`config.mk`:
```
export PLATFORM = sky130hd
export DESIGN_NAME = uart_rx_fifo
export DESIGN_NICKNAME = d
export VERILOG_FILES = /design/src/rtl/uart_rx_fifo.sv
export SDC_FILE = /design/constraint.sdc
export NUM_CORES = 1
export LEC_CHECK = 0
export BUFFER_PORTS_ARGS = -buffer_cell sky130_fd_sc_hd__buf_4
export CAP_MARGIN = 25
export CORE_MARGIN = 1
export CORE_UTILIZATION = 45
export DETAILED_ROUTE_END_ITERATION = 12
export GPL_TIMING_DRIVEN = 0
export PLACE_DENSITY = 0.63
export SYNTH_ARGS = -nofsm -noshare
export SYNTH_HDL_FRONTEND = slang
export SYNTH_SLANG_ARGS = --single-unit
```
`constraint.sdc`:
```
create_clock -name clk -period 3.52 [get_ports clk]
set_input_delay 0.528 -clock clk [delete_from_list [all_inputs] [get_ports clk]]
set_output_delay 0.528 -clock clk [all_outputs]
set_load 0.005 [all_outputs]
```
`src/rtl/uart_rx_fifo.sv`:
```
// uart_rx_fifo: parametrised UART receiver feeding a small receive FIFO.
// Reports framing errors and overruns as one-cycle pulses.
// Optional even-parity checking is compiled in by defining UART_RX_PARITY_EN.
module uart_rx_fifo #(
    parameter int unsigned DATA_BITS  = 8,
    parameter int unsigned BAUD_DIV   = 2604,
    parameter int unsigned FIFO_DEPTH = 4
) (
    input  logic                        clk,
    input  logic                        rst_n,
    input  logic                        RX,
    input  logic                        clr_rdy,
    output logic [DATA_BITS-1:0]        cmd,
    output logic                        rdy,
    output logic                        frame_err,
    output logic                        overrun,
    output logic [$clog2(FIFO_DEPTH):0] fifo_cnt
`ifdef UART_RX_PARITY_EN
    ,
    output logic                        parity_err
`endif
);

    localparam int unsigned CNT_W = $clog2(BAUD_DIV);
    localparam int unsigned IDX_W = $clog2(DATA_BITS);
    localparam int unsigned PTR_W = $clog2(FIFO_DEPTH);
    localparam int unsigned OCC_W = PTR_W + 1;

    // Counter counts down to zero, so a reload of N-1 gives an N-cycle interval.
    localparam logic [CNT_W-1:0] FULL_RELOAD = CNT_W'(BAUD_DIV - 1);
    localparam logic [CNT_W-1:0] HALF_RELOAD = CNT_W'(BAUD_DIV / 2 - 1);
    localparam logic [IDX_W-1:0] LAST_IDX    = IDX_W'(DATA_BITS - 1);
    localparam logic [OCC_W-1:0] DEPTH_OCC   = OCC_W'(FIFO_DEPTH);

    typedef enum logic [2:0] {
        ST_IDLE,
        ST_START,
        ST_DATA,
`ifdef UART_RX_PARITY_EN
        ST_PARITY,
`endif
        ST_STOP
    } state_t;

    logic                 rx_meta;
    logic                 rxs;
    state_t               state_q, state_d;
    logic [CNT_W-1:0]     cnt_q, cnt_d;
    logic [IDX_W-1:0]     idx_q, idx_d;
    logic [DATA_BITS-1:0] sh_q, sh_d;
    logic                 expire_c;
    logic                 push_c;
    logic                 ferr_c;
`ifdef UART_RX_PARITY_EN
    logic                 par_q, par_d;
    logic                 perr_c;
`endif

    logic [DATA_BITS-1:0] mem_q [FIFO_DEPTH];
    logic [PTR_W-1:0]     wr_ptr_q, wr_ptr_d;
    logic [PTR_W-1:0]     rd_ptr_q, rd_ptr_d;
    logic [OCC_W-1:0]     occ_d;
    logic [DATA_BITS-1:0] head_d;
    logic                 full_c;
    logic                 pop_c;
    logic                 wr_c;
    logic                 ovf_c;

    // Two-flop synchroniser for the asynchronous serial input; idles high.
    always_ff @(posedge clk or negedge rst_n) begin
        if (!rst_n) begin
            rx_meta <= 1'b1;
            rxs     <= 1'b1;
        end else begin
            rx_meta <= RX;
            rxs     <= rx_meta;
        end
    end

    assign expire_c = (cnt_q == '0);

    // Receiver state and datapath registers.
    always_ff @(posedge clk or negedge rst_n) begin
        if (!rst_n) begin
            state_q <= ST_IDLE;
            cnt_q   <= '0;
            idx_q   <= '0;
            sh_q    <= '0;
`ifdef UART_RX_PARITY_EN
            par_q   <= 1'b0;
`endif
        end else begin
            state_q <= state_d;
            cnt_q   <= cnt_d;
            idx_q   <= idx_d;
            sh_q    <= sh_d;
`ifdef UART_RX_PARITY_EN
            par_q   <= par_d;
`endif
        end
    end

    // Receiver next-state logic: mid-bit sampling, shift-in, and stop-bit verdict.
    always_comb begin
        state_d = state_q;
        cnt_d   = cnt_q;
        idx_d   = idx_q;
        sh_d    = sh_q;
        push_c  = 1'b0;
        ferr_c  = 1'b0;
`ifdef UART_RX_PARITY_EN
        par_d   = par_q;
        perr_c  = 1'b0;
`endif
        case (state_q)
            ST_IDLE: begin
                if (!rxs) begin
                    state_d = ST_START;
                    cnt_d   = HALF_RELOAD;
                end
            end
            ST_START: begin
                if (expire_c) begin
                    if (rxs) begin
                        state_d = ST_IDLE;
                    end else begin
                        state_d = ST_DATA;
                        cnt_d   = FULL_RELOAD;
                        idx_d   = '0;
                    end
                end else begin
                    cnt_d = cnt_q - CNT_W'(1);
                end
            end
            ST_DATA: begin
                if (expire_c) begin
                    sh_d  = {rxs, sh_q[DATA_BITS-1:1]};
                    cnt_d = FULL_RELOAD;
                    if (idx_q == LAST_IDX) begin
`ifdef UART_RX_PARITY_EN
                        state_d = ST_PARITY;
`else
                        state_d = ST_STOP;
`endif
                    end else begin
                        idx_d = idx_q + IDX_W'(1);
                    end
                end else begin
                    cnt_d = cnt_q - CNT_W'(1);
                end
            end
`ifdef UART_RX_PARITY_EN
            ST_PARITY: begin
                if (expire_c) begin
                    par_d   = rxs;
                    cnt_d   = FULL_RELOAD;
                    state_d = ST_STOP;
                end else begin
                    cnt_d = cnt_q - CNT_W'(1);
                end
            end
`endif
            ST_STOP: begin
                // Return to IDLE mid-stop-bit so a back-to-back start edge is caught.
                if (expire_c) begin
                    state_d = ST_IDLE;
                    ferr_c  = ~rxs;
`ifdef UART_RX_PARITY_EN
                    perr_c  = ^{sh_q, par_q};
                    push_c  = rxs & ~perr_c;
`else
                    push_c  = rxs;
`endif
                end else begin
                    cnt_d = cnt_q - CNT_W'(1);
                end
            end
            default: state_d = ST_IDLE;
        endcase
    end

    // FIFO control: push/pop arbitration and the next head-of-queue word.
    always_comb begin
        full_c   = (fifo_cnt == DEPTH_OCC);
        pop_c    = clr_rdy & rdy;
        wr_c     = push_c & (~full_c | pop_c);
        ovf_c    = push_c & full_c & ~pop_c;
        wr_ptr_d = wr_ptr_q + PTR_W'(wr_c);
        rd_ptr_d = rd_ptr_q + PTR_W'(pop_c);
        occ_d    = fifo_cnt + OCC_W'(wr_c) - OCC_W'(pop_c);
        head_d   = '0;
        if (occ_d != '0) begin
            // The incoming word bypasses storage when it becomes the new head.
            if (wr_c && (wr_ptr_q == rd_ptr_d)) begin
                head_d = sh_q;
            end else begin
                head_d = mem_q[rd_ptr_d];
            end
        end
    end

    // FIFO storage.
    always_ff @(posedge clk or negedge rst_n) begin
        if (!rst_n) begin
            for (int unsigned i = 0; i < FIFO_DEPTH; i++) begin
                mem_q[i] <= '0;
            end
        end else if (wr_c) begin
            mem_q[wr_ptr_q] <= sh_q;
        end
    end

    // FIFO pointers and registered outputs.
    always_ff @(posedge clk or negedge rst_n) begin
        if (!rst_n) begin
            wr_ptr_q   <= '0;
            rd_ptr_q   <= '0;
            fifo_cnt   <= '0;
            rdy        <= 1'b0;
            cmd        <= '0;
            frame_err  <= 1'b0;
            overrun    <= 1'b0;
`ifdef UART_RX_PARITY_EN
            parity_err <= 1'b0;
`endif
        end else begin
            wr_ptr_q   <= wr_ptr_d;
            rd_ptr_q   <= rd_ptr_d;
            fifo_cnt   <= occ_d;
            rdy        <= (occ_d != '0);
            cmd        <= head_d;
            frame_err  <= ferr_c;
            overrun    <= ovf_c;
`ifdef UART_RX_PARITY_EN
            parity_err <= perr_c;
`endif
        end
    end

endmodule

```
==> reports/metrics.yaml, run 1 <==
port_buffers: 17
finalMaxSlewViolations: 0
power.leakage_nw: 2.15
min-delay-path-class: "input pin to flop"
run_status: "finished, final reports clean"
start_kind: "flop"
max-vdd-ir-drop_uv: 338
timing.setup.critical_path_class: "flop to flop"
met1_usage_pct: 23.9
via_count_of_the_first_global_routing_pass: 2592
cts.clk_slew.worst_paths_ps: 80
synth_area_leaders: "dfrtp_1, mux2_2, ha_1"
netlist_instances: 318
grt-busiest-layer: "met2"
final_nets: 366
worst_hold_margin_ps: 287
final_cell_count_without_fillers: 458
drt_drc_violations_left: 0
grt_start_max_net_pins: 78
drt_antenna_net_count: 0
ys_ff_latch: 77
max_freq_mhz: 310
worst_skew_pair.late_latency_ps: 350
floorplan.die.width_um: 95.2
detailedPlacementHpwl_um: 5110
cts_inserted_buffers: 9
setup_repair_after_global_routing_missed_its_margin: "no"
power.density_cell_area_mw_per_mm2: 450
postRouteWirelength_um: 7810
grt_antenna_before_repair: 0
design.portCount: 18
final_common_cell: "dfrtp_1"
number_of_enable_flip_flop_cells_after_synthesis: 0
cts_root_buffer: "clkbuf_8"
cts_max_path_buffers: 2
routed_wire_length_per_instance_um: 17.1
min_period_over_period_pct: 91.7
final_cell_mix: "dfrtp_1, mux2_2, nand2_1, buf_4, nor2_1"
final-hold-violation-count: 0
minimum_clock_period_ps: 3230
placed_cells: 440
post_synth_instance_area_mm2: 0.00391
synth-seq-area-share_pct: 49.4
cts_tree: "built"
final_global_route_overflow_total: 0
floorplan.core_area_mm2: 0.00830
cts_max_level: 3
placementRows: 33
timing.max_cap.violations: 0
groute.layer.met3.usage_pct: 5.42
detailroute.via_count: 2550
grtUsageTotal_pct: 19.4
timing.slew.headroom_pct: 46.4
fillerInstances: 677
yosysUniqueCellTypes: 63
critical_path_required_ps: 3750
fin_skew_ps: 11.7
async_reset_ff_share_pct: 100
dr_vias_cell: 5.57
global_route.usage.met2_pct: 33.3
post_synth.cell_area_avg_um2: 12.3
fraction_of_final_layout_cells_sized_beyond_drive_strength_1_pct: 28.9
syn_nets: 335
finalSetupViolations: 0
path_max_fanout: 17
fp.dieH_um: 95.2
areaGrowthSynthToFinish_pct: 13.9
cts.sinks: 77
fp.dieArea_mm2: 0.00906
firstDrtPassIters: 4
first_iter_violations: 127
critPathArrivalTime_ps: 3460
antenna_cells: 0
critical_path.endpoint_type: "flop"
grt_pass1_wl_um: 13100
yosys.area.top_type: "dfrtp_1"
yosys_warnings: 0
max_slew.worst_pin.slew_ps: 804
synth_top_area_share_pct: 48.0
setup_total_negative_slack_ps: 0
starting_density_of_the_core_pct: 47.1
postSynth.topFlopCell: "dfrtp_1"
rd_place_congestion: 0.852
## per-stage QoR
stage | utilization, % | cell area, um^2 | power [W] | setup slack [ps]
after CTS | 52.9 | 4390 | 0.00205 | 48.1
after floorplan | - | 3910 | 0.00120 | 37.7
after global routing | 53.6 | 4450 | 0.00213 | 99.0
final | 53.6 | 4450 | 0.00200 | 291
after detailed placement | 50.2 | 4170 | 0.00135 | -757
after global placement | 50.2 | 4170 | 0.00134 | -794
## worst max-delay path, stage by stage, from the launching register on
cell,delay [ps]
dfrtp_1,450
nor4_4,350
and4_4,290
buf_12,170
nand2_1,90
ha_1,280
inv_1,40
ha_1,200
fa_1,380
xnor3_1,200
or3_4,450
nand2_1,120
mux2i_1,80
## report_power, final
part	internal, W	leakage [nW]	switching [W]	total, W
Clock	0.000330	0.0899	0.000337	0.000667
Sequential	0.000921	1.02	0.0000308	0.000952
Combinational	0.000169	1.05	0.000215	0.000385
## path summary, 6_finish.rpt
path / from / endpoint / slack, ps / cells past startpoint
worst max-delay path: cnt_q[8] / cmd[7] / 290 / 12
worst min-delay path: RX / rx_meta / 290 / 1
worst max register to register: cnt_q[8] / cmd[7] / 290 / 12
worst min register to register: rx_meta / rxs / 360 / 0
max in group asynchronous: rst_n / rx_meta / 2380 / 3
min in group asynchronous: rst_n / state_q[1] / 530 / 2
## area by class of cell
class / instances / area (um^2) / share of cell area, %
flip-flops and latches: 77 / 1930 / 43.4
clock inverters: 6 / 72.6 / 1.63
well taps: 105 / 131 / 2.95
clock buffers: 9 / 124 / 2.78
multi-input cells: 211 / 1870 / 42.0
plain buffers: 12 / 71.3 / 1.60
repair buffers: 23 / 195 / 4.39
inverters: 15 / 56.3 / 1.27
## cell families after synthesis
family	share of synthesized area, %
AO/OA/AOI/OAI	9.03
buffers and inverters	3.43
adder cells (fa/ha/maj)	4.36
XOR/XNOR	1.47
multiplexers	19.7
flip-flops	49.4
AND/OR/NAND/NOR	12.6
## sequential cells by signal, summed over array words and instances, names as in the netlist, 3 cells and up
| name | count |
|---|---|
| cmd | 8 |
| cnt_q | 12 |
| fifo_cnt | 3 |
| idx_q | 3 |
| mem_q | 32 |
| sh_q | 8 |
## layer usage
layer  wire length, um  up-vias
met3               217        7
met5                 0        -
met2              4040       42
met1              3480     1277
li1                  -     1224
met4                79        0
## timing repair
item | CTS | global route
hold endpoints to repair | 0 | 6
setup endpoints to repair | 9 | 8
pin swaps | 2 | 2
buffers inserted | 2 | 1
hold buffers | 0 | 1
resized for setup | 5 | 4
## cells in the mapped netlist, types with 4 or more instances
cell type and count:
nand4_1 6, clkbuf_1 8, nor2_1 18, o21ai_0 7, a21o_1 4, nand2_1 32
and4_1 4, mux4_2 5, a31oi_1 4, inv_1 15, mux2i_1 12, a21oi_1 9
dfrtp_1 75, mux2_2 38, ha_1 12
(Power assumes the default switching activity.)
==> run 2: changes to the inputs <==
--- a/config.mk
+++ b/config.mk
@@ -7,5 +7,5 @@
 export LEC_CHECK = 0
 export BUFFER_PORTS_ARGS = -buffer_cell sky130_fd_sc_hd__buf_4
-export CAP_MARGIN = 25
+export CAP_MARGIN = 15
 export CORE_MARGIN = 1
 export CORE_UTILIZATION = 45
==> constraint.sdc (replaced) <==
create_clock -name clk -period 3.52 [get_ports clk]
set_input_delay 0.704 -clock clk [delete_from_list [all_inputs] [get_ports clk]]
set_output_delay 0.704 -clock clk [all_outputs]
set_load 0.005 [all_outputs]
==> reports/metrics.yaml, run 2 (synthesis results as in run 1) <==
port_buffers: 17  # unchanged
antenna_cells: 0  # unchanged
fraction_of_final_layout_cells_sized_beyond_drive_strength_1_pct: 28.6  # -0.32 points
final_common_cell: "dfrtp_1"
rd_place_congestion: 0.852  # unchanged
first_iter_violations: 120  # -5.5%
fp.dieH_um: 95.2  # unchanged
crit_slowest_cell: "dfrtp_2"
cts_root_buffer: "clkbuf_8"
floorplan.core_area_mm2: 0.00830  # unchanged
fp.dieArea_mm2: 0.00906  # unchanged
grt_start_max_net_pins: 78  # unchanged
timing.max_cap.violations: 0  # unchanged
power.density_cell_area_mw_per_mm2: 450  # about the same
critPathArrivalTime_ps: 3450  # about the same
cell_internal_power_dissipation_w: 0.00141  # -0.91%
placementRows: 33  # unchanged
routed_wire_length_per_instance_um: 17.1  # about the same
final_cell_mix: "dfrtp_1, mux2_2, nand2_1, buf_4, nor2_1"
cts.sinks: 77  # unchanged
drt_drc_violations_left: 0  # unchanged
crit_chain: "nor4_4 > and4_4 > buf_12 > nand2_1 > ha_1 > inv_1 > ha_1 > fa_1 > xnor3_1 > or3_4 > nand2_1 > mux2i_1"
cts_max_level: 3  # unchanged
floorplan.die.width_um: 95.2  # unchanged
cts.clk_slew.worst_paths_ps: 80  # about the same
fin_skew_ps: 11.5  # -0.167 ps
max-vdd-ir-drop_uv: 338  # -0.16%
grt_pass1_wl_um: 13100  # unchanged
seqPwrFrac_pct: 48.0  # +0.5 points
detailedPlacementHpwl_um: 5110  # unchanged
setup_repair_after_global_routing_missed_its_margin: "no"
path_max_fanout: 17  # unchanged
drt_antenna_net_count: 0  # unchanged
cts_inserted_buffers: 9  # unchanged
start_kind: "flop"
finalSetupViolations: 0  # unchanged
biggestRegsByFlops: "mem_q x32, cnt_q x12"
power.leakage_nw: 2.13  # -1.0%
cts_max_path_buffers: 2  # unchanged
final_global_route_overflow_total: 0  # unchanged
detailroute.via_count: 2519  # -1.2%
design.portCount: 18  # unchanged
via_count_of_the_first_global_routing_pass: 2592  # unchanged
comb_power_share_pct: 18.5  # -0.7 points
post-route-util_pct: 53.1  # -0.54 points
postRouteWirelength_um: 7760  # -0.65%
run_status: "finished, final reports clean"
max_slew.worst_pin.slew_ps: 1150  # +344 ps
grt_antenna_before_repair: 0  # unchanged
minimum_clock_period_ps: 3230  # -3.76 ps
largest_reg_flops: 32  # unchanged
final_nets: 363  # -0.82%
timing.slew.headroom_pct: 23.2  # -23 points
sw_frac_of_total_pct: 29.0  # -0.086 points
min-delay-path-class: "flop to flop"
power.net_switching_w: 0.000575  # -1.3%
power_frac_clock_pct: 33.5  # +0.2 points
max_stage_delay_ps: 450  # about the same
timing.setup.critical_path_class: "flop to flop"
worst_skew_pair.late_latency_ps: 350  # about the same
dr_vias_cell: 5.54  # -0.56%
areaGrowthSynthToFinish_pct: 12.7
starting_density_of_the_core_pct: 47.1  # unchanged
finalMaxSlewViolations: 0  # unchanged
critical_path_required_ps: 3750  # about the same
grtUsageTotal_pct: 19.4  # unchanged
cts_tree: "built"
critical_path.endpoint_type: "flop"
max_freq_mhz: 310  # +0.12%
firstDrtPassIters: 4  # unchanged
min_period_over_period_pct: 91.6  # -0.11 points
cts_hold_repair.buffers: 0  # unchanged
largest_register: "mem_q"
fillerInstances: 683  # +0.89%
final-hold-violation-count: 0  # unchanged
worst_hold_margin_ps: 362  # +75.1 ps
## run 2: path summary, 6_finish.rpt
check                      slack [ps]  depth (start not counted)  endpoint  startpoint
setup / recovery                  290                         12    cmd[7]    cnt_q[2]
max in group asynchronous        2360                          1  cnt_q[2]       rst_n
hold reg to reg                   360                          0       rxs     rx_meta
setup reg to reg                  290                         12    cmd[7]    cnt_q[2]
min in group asynchronous         490                          1  idx_q[0]       rst_n
hold / removal                    360                          0       rxs     rx_meta
## run 2: layout make-up
cell class / count / area (um^2) / share of cell area (%)
clock inverters: 6 / 72.6 / 1.65
plain buffers: 12 / 71.3 / 1.62
inverters: 15 / 56.3 / 1.28
clock buffers: 9 / 124 / 2.81
well taps: 105 / 131 / 2.98
flip-flops and latches: 77 / 1930 / 43.8
repair buffers: 20 / 150 / 3.41
multi-input cells: 211 / 1870 / 42.4
## run 2: critical path: cells and delay by family (launching register included)
family	cells	cell delay (ps)
AND/OR/NAND/NOR	5	1300
adder cells (fa/ha/maj)	3	860
flip-flops	1	450
buffers and inverters	2	210
XOR/XNOR	1	200
multiplexers	1	80
## run 2: what timing repair did
action | CTS | global route
cloned | 0 | 0
pin swaps | 2 | 2
buffers inserted | 2 | 1
gates resized for setup | 5 | 4
setup endpoints to repair | 9 | 8
hold endpoints to repair | 0 | 0
## run 2: power groups by stage
stage | Combinational, W | Sequential (W) | Clock (W)
floorplan | 0.000235 | 0.000963 | 0
global placement | 0.000373 | 0.000964 | 0
detailed placement | 0.000382 | 0.000967 | 0
CTS | 0.000401 | 0.000952 | 0.000692
global route | 0.000420 | 0.000957 | 0.000733
finish | 0.000367 | 0.000952 | 0.000665
## run 2: metal layers
metal,vias to the layer above,track usage [%],routed length [um]
met5,-,0,0
met4,0,5.43,29
met3,2,5.42,237
met2,41,33.3,4030
met1,1259,23.9,3460
li1,1217,-,-
## run 2: through the flow
| stage | instances | worst slack [ps] | total power [W] | setup TNS (ps) | cell area (um^2) |
|---|---|---|---|---|---|
| finish | 455 | 294 | 0.00198 | 0 | 4400 |
| global route | 455 | 99.0 | 0.00211 | 0 | 4400 |
| CTS | 455 | 48.1 | 0.00205 | 0 | 4390 |
| detailed placement | 440 | -757 | 0.00135 | -6410 | 4170 |
| global placement | 440 | -794 | 0.00134 | -6680 | 4170 |
| floorplan | 318 | 37.7 | 0.00120 | 0 | 3910 |
==> run 3: changes to the inputs <==
- ABC_AREA: unset -> 1
==> reports/metrics.yaml, run 3 <==
final-hold-violation-count: 0  # unchanged
cts_setup_buffers: 0  # -2
power.density_cell_area_mw_per_mm2: 524  # +16%
max-vdd-ir-drop_uv: 207  # -39%
routed_wire_length_per_instance_um: 14.5  # -15%
start_kind: "flop"
violations: "design-rule violations"
fp.dieH_um: 97.9  # +2.9%
biggestRegsByFlops: "mem_q x32, cnt_q x12"
cp_top_family: "simple AND/OR/NAND/NOR gates"
cts.repair.resized: 0  # -5
min_to: "rxs"
grt_start_max_net_pins: 78  # unchanged
netlist_instances: 501  # +58%
postRouteWirelength_um: 9290  # +20%
path_max_fanout: 9  # -8
fp.dieArea_mm2: 0.00959  # +5.8%
fin_skew_ps: 10.8  # -0.687 ps
min_path_cells: 0  # unchanged
async_reset_ff_share_pct: 100  # unchanged
hold_path_startpoint: "rx_meta"
max_stage_delay_ps: 380  # -70 ps
starting_density_of_the_core_pct: 47.0  # -0.066 points
synth_area_leaders: "dfrtp_1, nand2_1, nand3_1"
grt_pass1_wl_um: 16100  # +24%
worst_skew_pair.late_latency_ps: 350  # about the same
via_count_of_the_first_global_routing_pass: 3234  # +25%
cts_hold_repair.buffers: 0  # unchanged
rrSetupSlack_ps: 300  # about the same
cts_max_path_buffers: 2  # unchanged
fraction_of_final_layout_cells_sized_beyond_drive_strength_1_pct: 14.8  # -14 points
run_status: "finished, violations left"
largest_reg_flops: 32  # unchanged
cts_root_buffer: "clkbuf_8"
post-route-util_pct: 52.7  # -0.40 points
post_synth_instance_area_mm2: 0.00414  # +6.0%
timing.max_cap.violations: 0  # unchanged
timing.slew.headroom_pct: 35.7  # +13 points
r2r.worst_path.cells: 17  # +5
first_iter_violations: 160  # +33%
placementRows: 34  # +3.0%
synth.top_cells.by_count: "nand2_1, dfrtp_1, inv_1"
cts_tree: "built"
crit_chain: "inv_1 > ha_1 > nand2_1 > nor2_4 > nand4_4 > nor2_8 > inv_1 > ha_1 > inv_1 > ha_1 > fa_1 > inv_1 > xor2_1 > inv_1 > nand2_1 > nand2_1 > nor2_1"
cts_max_level: 3  # unchanged
drt_drc_violations_left: 1  # +1
setup_total_negative_slack_ps: 0  # unchanged
grtUsageTotal_pct: 21.6  # +2.1 points
dr_vias_cell: 5.11  # -7.7%
firstDrtPassIters: 9  # +5
min_period_over_period_pct: 91.4  # -0.28 points
final_global_route_overflow_total: 0  # unchanged
final_common_cell: "nand2_1"
yosysMostFrequentCell: "nand2_1"
final_cell_mix: "nand2_1, dfrtp_1, inv_1, nor2_1, nand3_1"
yosys_warnings: 0  # unchanged
cts.sinks: 77  # unchanged
areaGrowthSynthToFinish_pct: 12.1
total_power_w: 0.00243  # +23%
cts_inserted_buffers: 9  # unchanged
grt_antenna_before_repair: 0  # unchanged
critPathArrivalTime_ps: 3480  # +30 ps
finalSetupViolations: 0  # unchanged
antenna_cells: 0  # unchanged
largest_register: "mem_q"
floorplan.core_area_mm2: 0.00881  # +6.1%
synth-seq-area-share_pct: 46.6  # -2.8 points
cts.clk_slew.worst_paths_ps: 90  # about the same
design.portCount: 18  # unchanged
critical_path.endpoint_type: "flop"
power.leakage_nw: 2.39  # +12%
ys_ff_latch: 77  # unchanged
drt_antenna_net_count: 0  # unchanged
setup_repair_after_global_routing_missed_its_margin: "no"
number_of_enable_flip_flop_cells_after_synthesis: 0  # unchanged
critical_path_required_ps: 3790  # +40 ps
max_freq_mhz: 311  # +0.31%
rr_endpoint: "cmd[7]"
min-delay-path-class: "flop to flop"
postSynth.topFlopCell: "dfrtp_1"
yosys.area.top_type: "dfrtp_1"
timing.setup.critical_path_class: "flop to flop"
syn_nets: 518  # +55%
final_nets: 546  # +50%
detailroute.via_count: 3277  # +30%
port_buffers: 17  # unchanged
yosysUniqueCellTypes: 34  # -46%
minimum_clock_period_ps: 3220  # -9.99 ps
timing.rr.start: "cnt_q[0]"
path_common_cell: "inv_1"
worst_hold_margin_ps: 361  # -0.607 ps
rd_place_congestion: 0.866  # +1.6%
critPathBufInv: 5  # +3
max_slew.worst_pin.slew_ps: 964  # -184 ps
crit_slowest_cell: "dfrtp_1"
finalMaxSlewViolations: 0  # unchanged
post_synth.cell_area_avg_um2: 8.26  # -33%
synth_top_area_share_pct: 45.3  # -2.7 points
detailedPlacementHpwl_um: 6600  # +29%
floorplan.die.width_um: 97.9  # +2.9%
[run 3: changes by cell type in the layout (fill, tap and decap cells not counted), sizes merged, moves of 5 or more]
| cell | delta |
|---|---|
| a21oi | -5 |
| a31oi | -5 |
| clkbuf | -6 |
| inv | +41 |
| mux2 | -40 |
| mux4 | -8 |
| nand2 | +122 |
| nand3 | +51 |
| nor2 | +38 |
| o211ai | +6 |
| o21ai | +23 |
| xor2 | +7 |
[run 3: kinds of logic (layout without fill, tap and decap cells)]
family,count (synthesis),in the layout,share of synthesized area (%)
xor gates and xnor gates,11,11,2.33
and+or+nand+nor,279,279,32.0
adders and majority gates,13,13,4.11
buffers and inverters,70,102,7.25
muxes,8,8,1.93
AOI/OAI and AO/OA,43,43,5.74
DFF,77,77,46.6
[run 3: per-stage QoR]
step	instances	setup WS [ps]	area (um^2)
after CTS	641	286	4640
after global placement	626	367	4400
final	641	304	4640
after floorplan	501	766	4140
after global routing	641	3.85	4640
after detailed placement	626	319	4400
[run 3: worst max-delay path by stage]
stage                     cells past startpoint  slack, ps     end     start
after floorplan                              17        770  cmd[0]  cnt_q[0]
after CTS                                    17        290  cmd[4]  cnt_q[0]
final                                        17        300  cmd[7]  cnt_q[0]
after detailed placement                     16        320  cmd[4]   clr_rdy
after global placement                       16        370  cmd[4]   clr_rdy
after global routing                         17          4  cmd[7]  cnt_q[0]
[run 3: routing by layer]
metal	up-vias	track usage [%]	routed length, um
li1	1652	-	-
met1	1526	29.6	4310
met2	87	34.8	4430
met3	12	2.93	393
met4	0	7.93	155
met5	-	0	0
[run 3: where the power goes]
| group | leakage [nW] | total [W] | switching, W | internal [W] |
|---|---|---|---|---|
| Clock | 0.119 | 0.000800 | 0.000332 | 0.000468 |
| Sequential | 1.01 | 0.000977 | 0.0000305 | 0.000946 |
| Combinational | 1.27 | 0.000653 | 0.000402 | 0.000252 |
[run 3: cell type report]
type	count	area [um^2]
fill	836	4170
buffer	12	82.6
clock buffer	9	124
timing repair buffer	17	128
sequential	77	1930
inverter	58	218
multi-input combinational	354	1910
tap	108	135
clock inverter	6	113
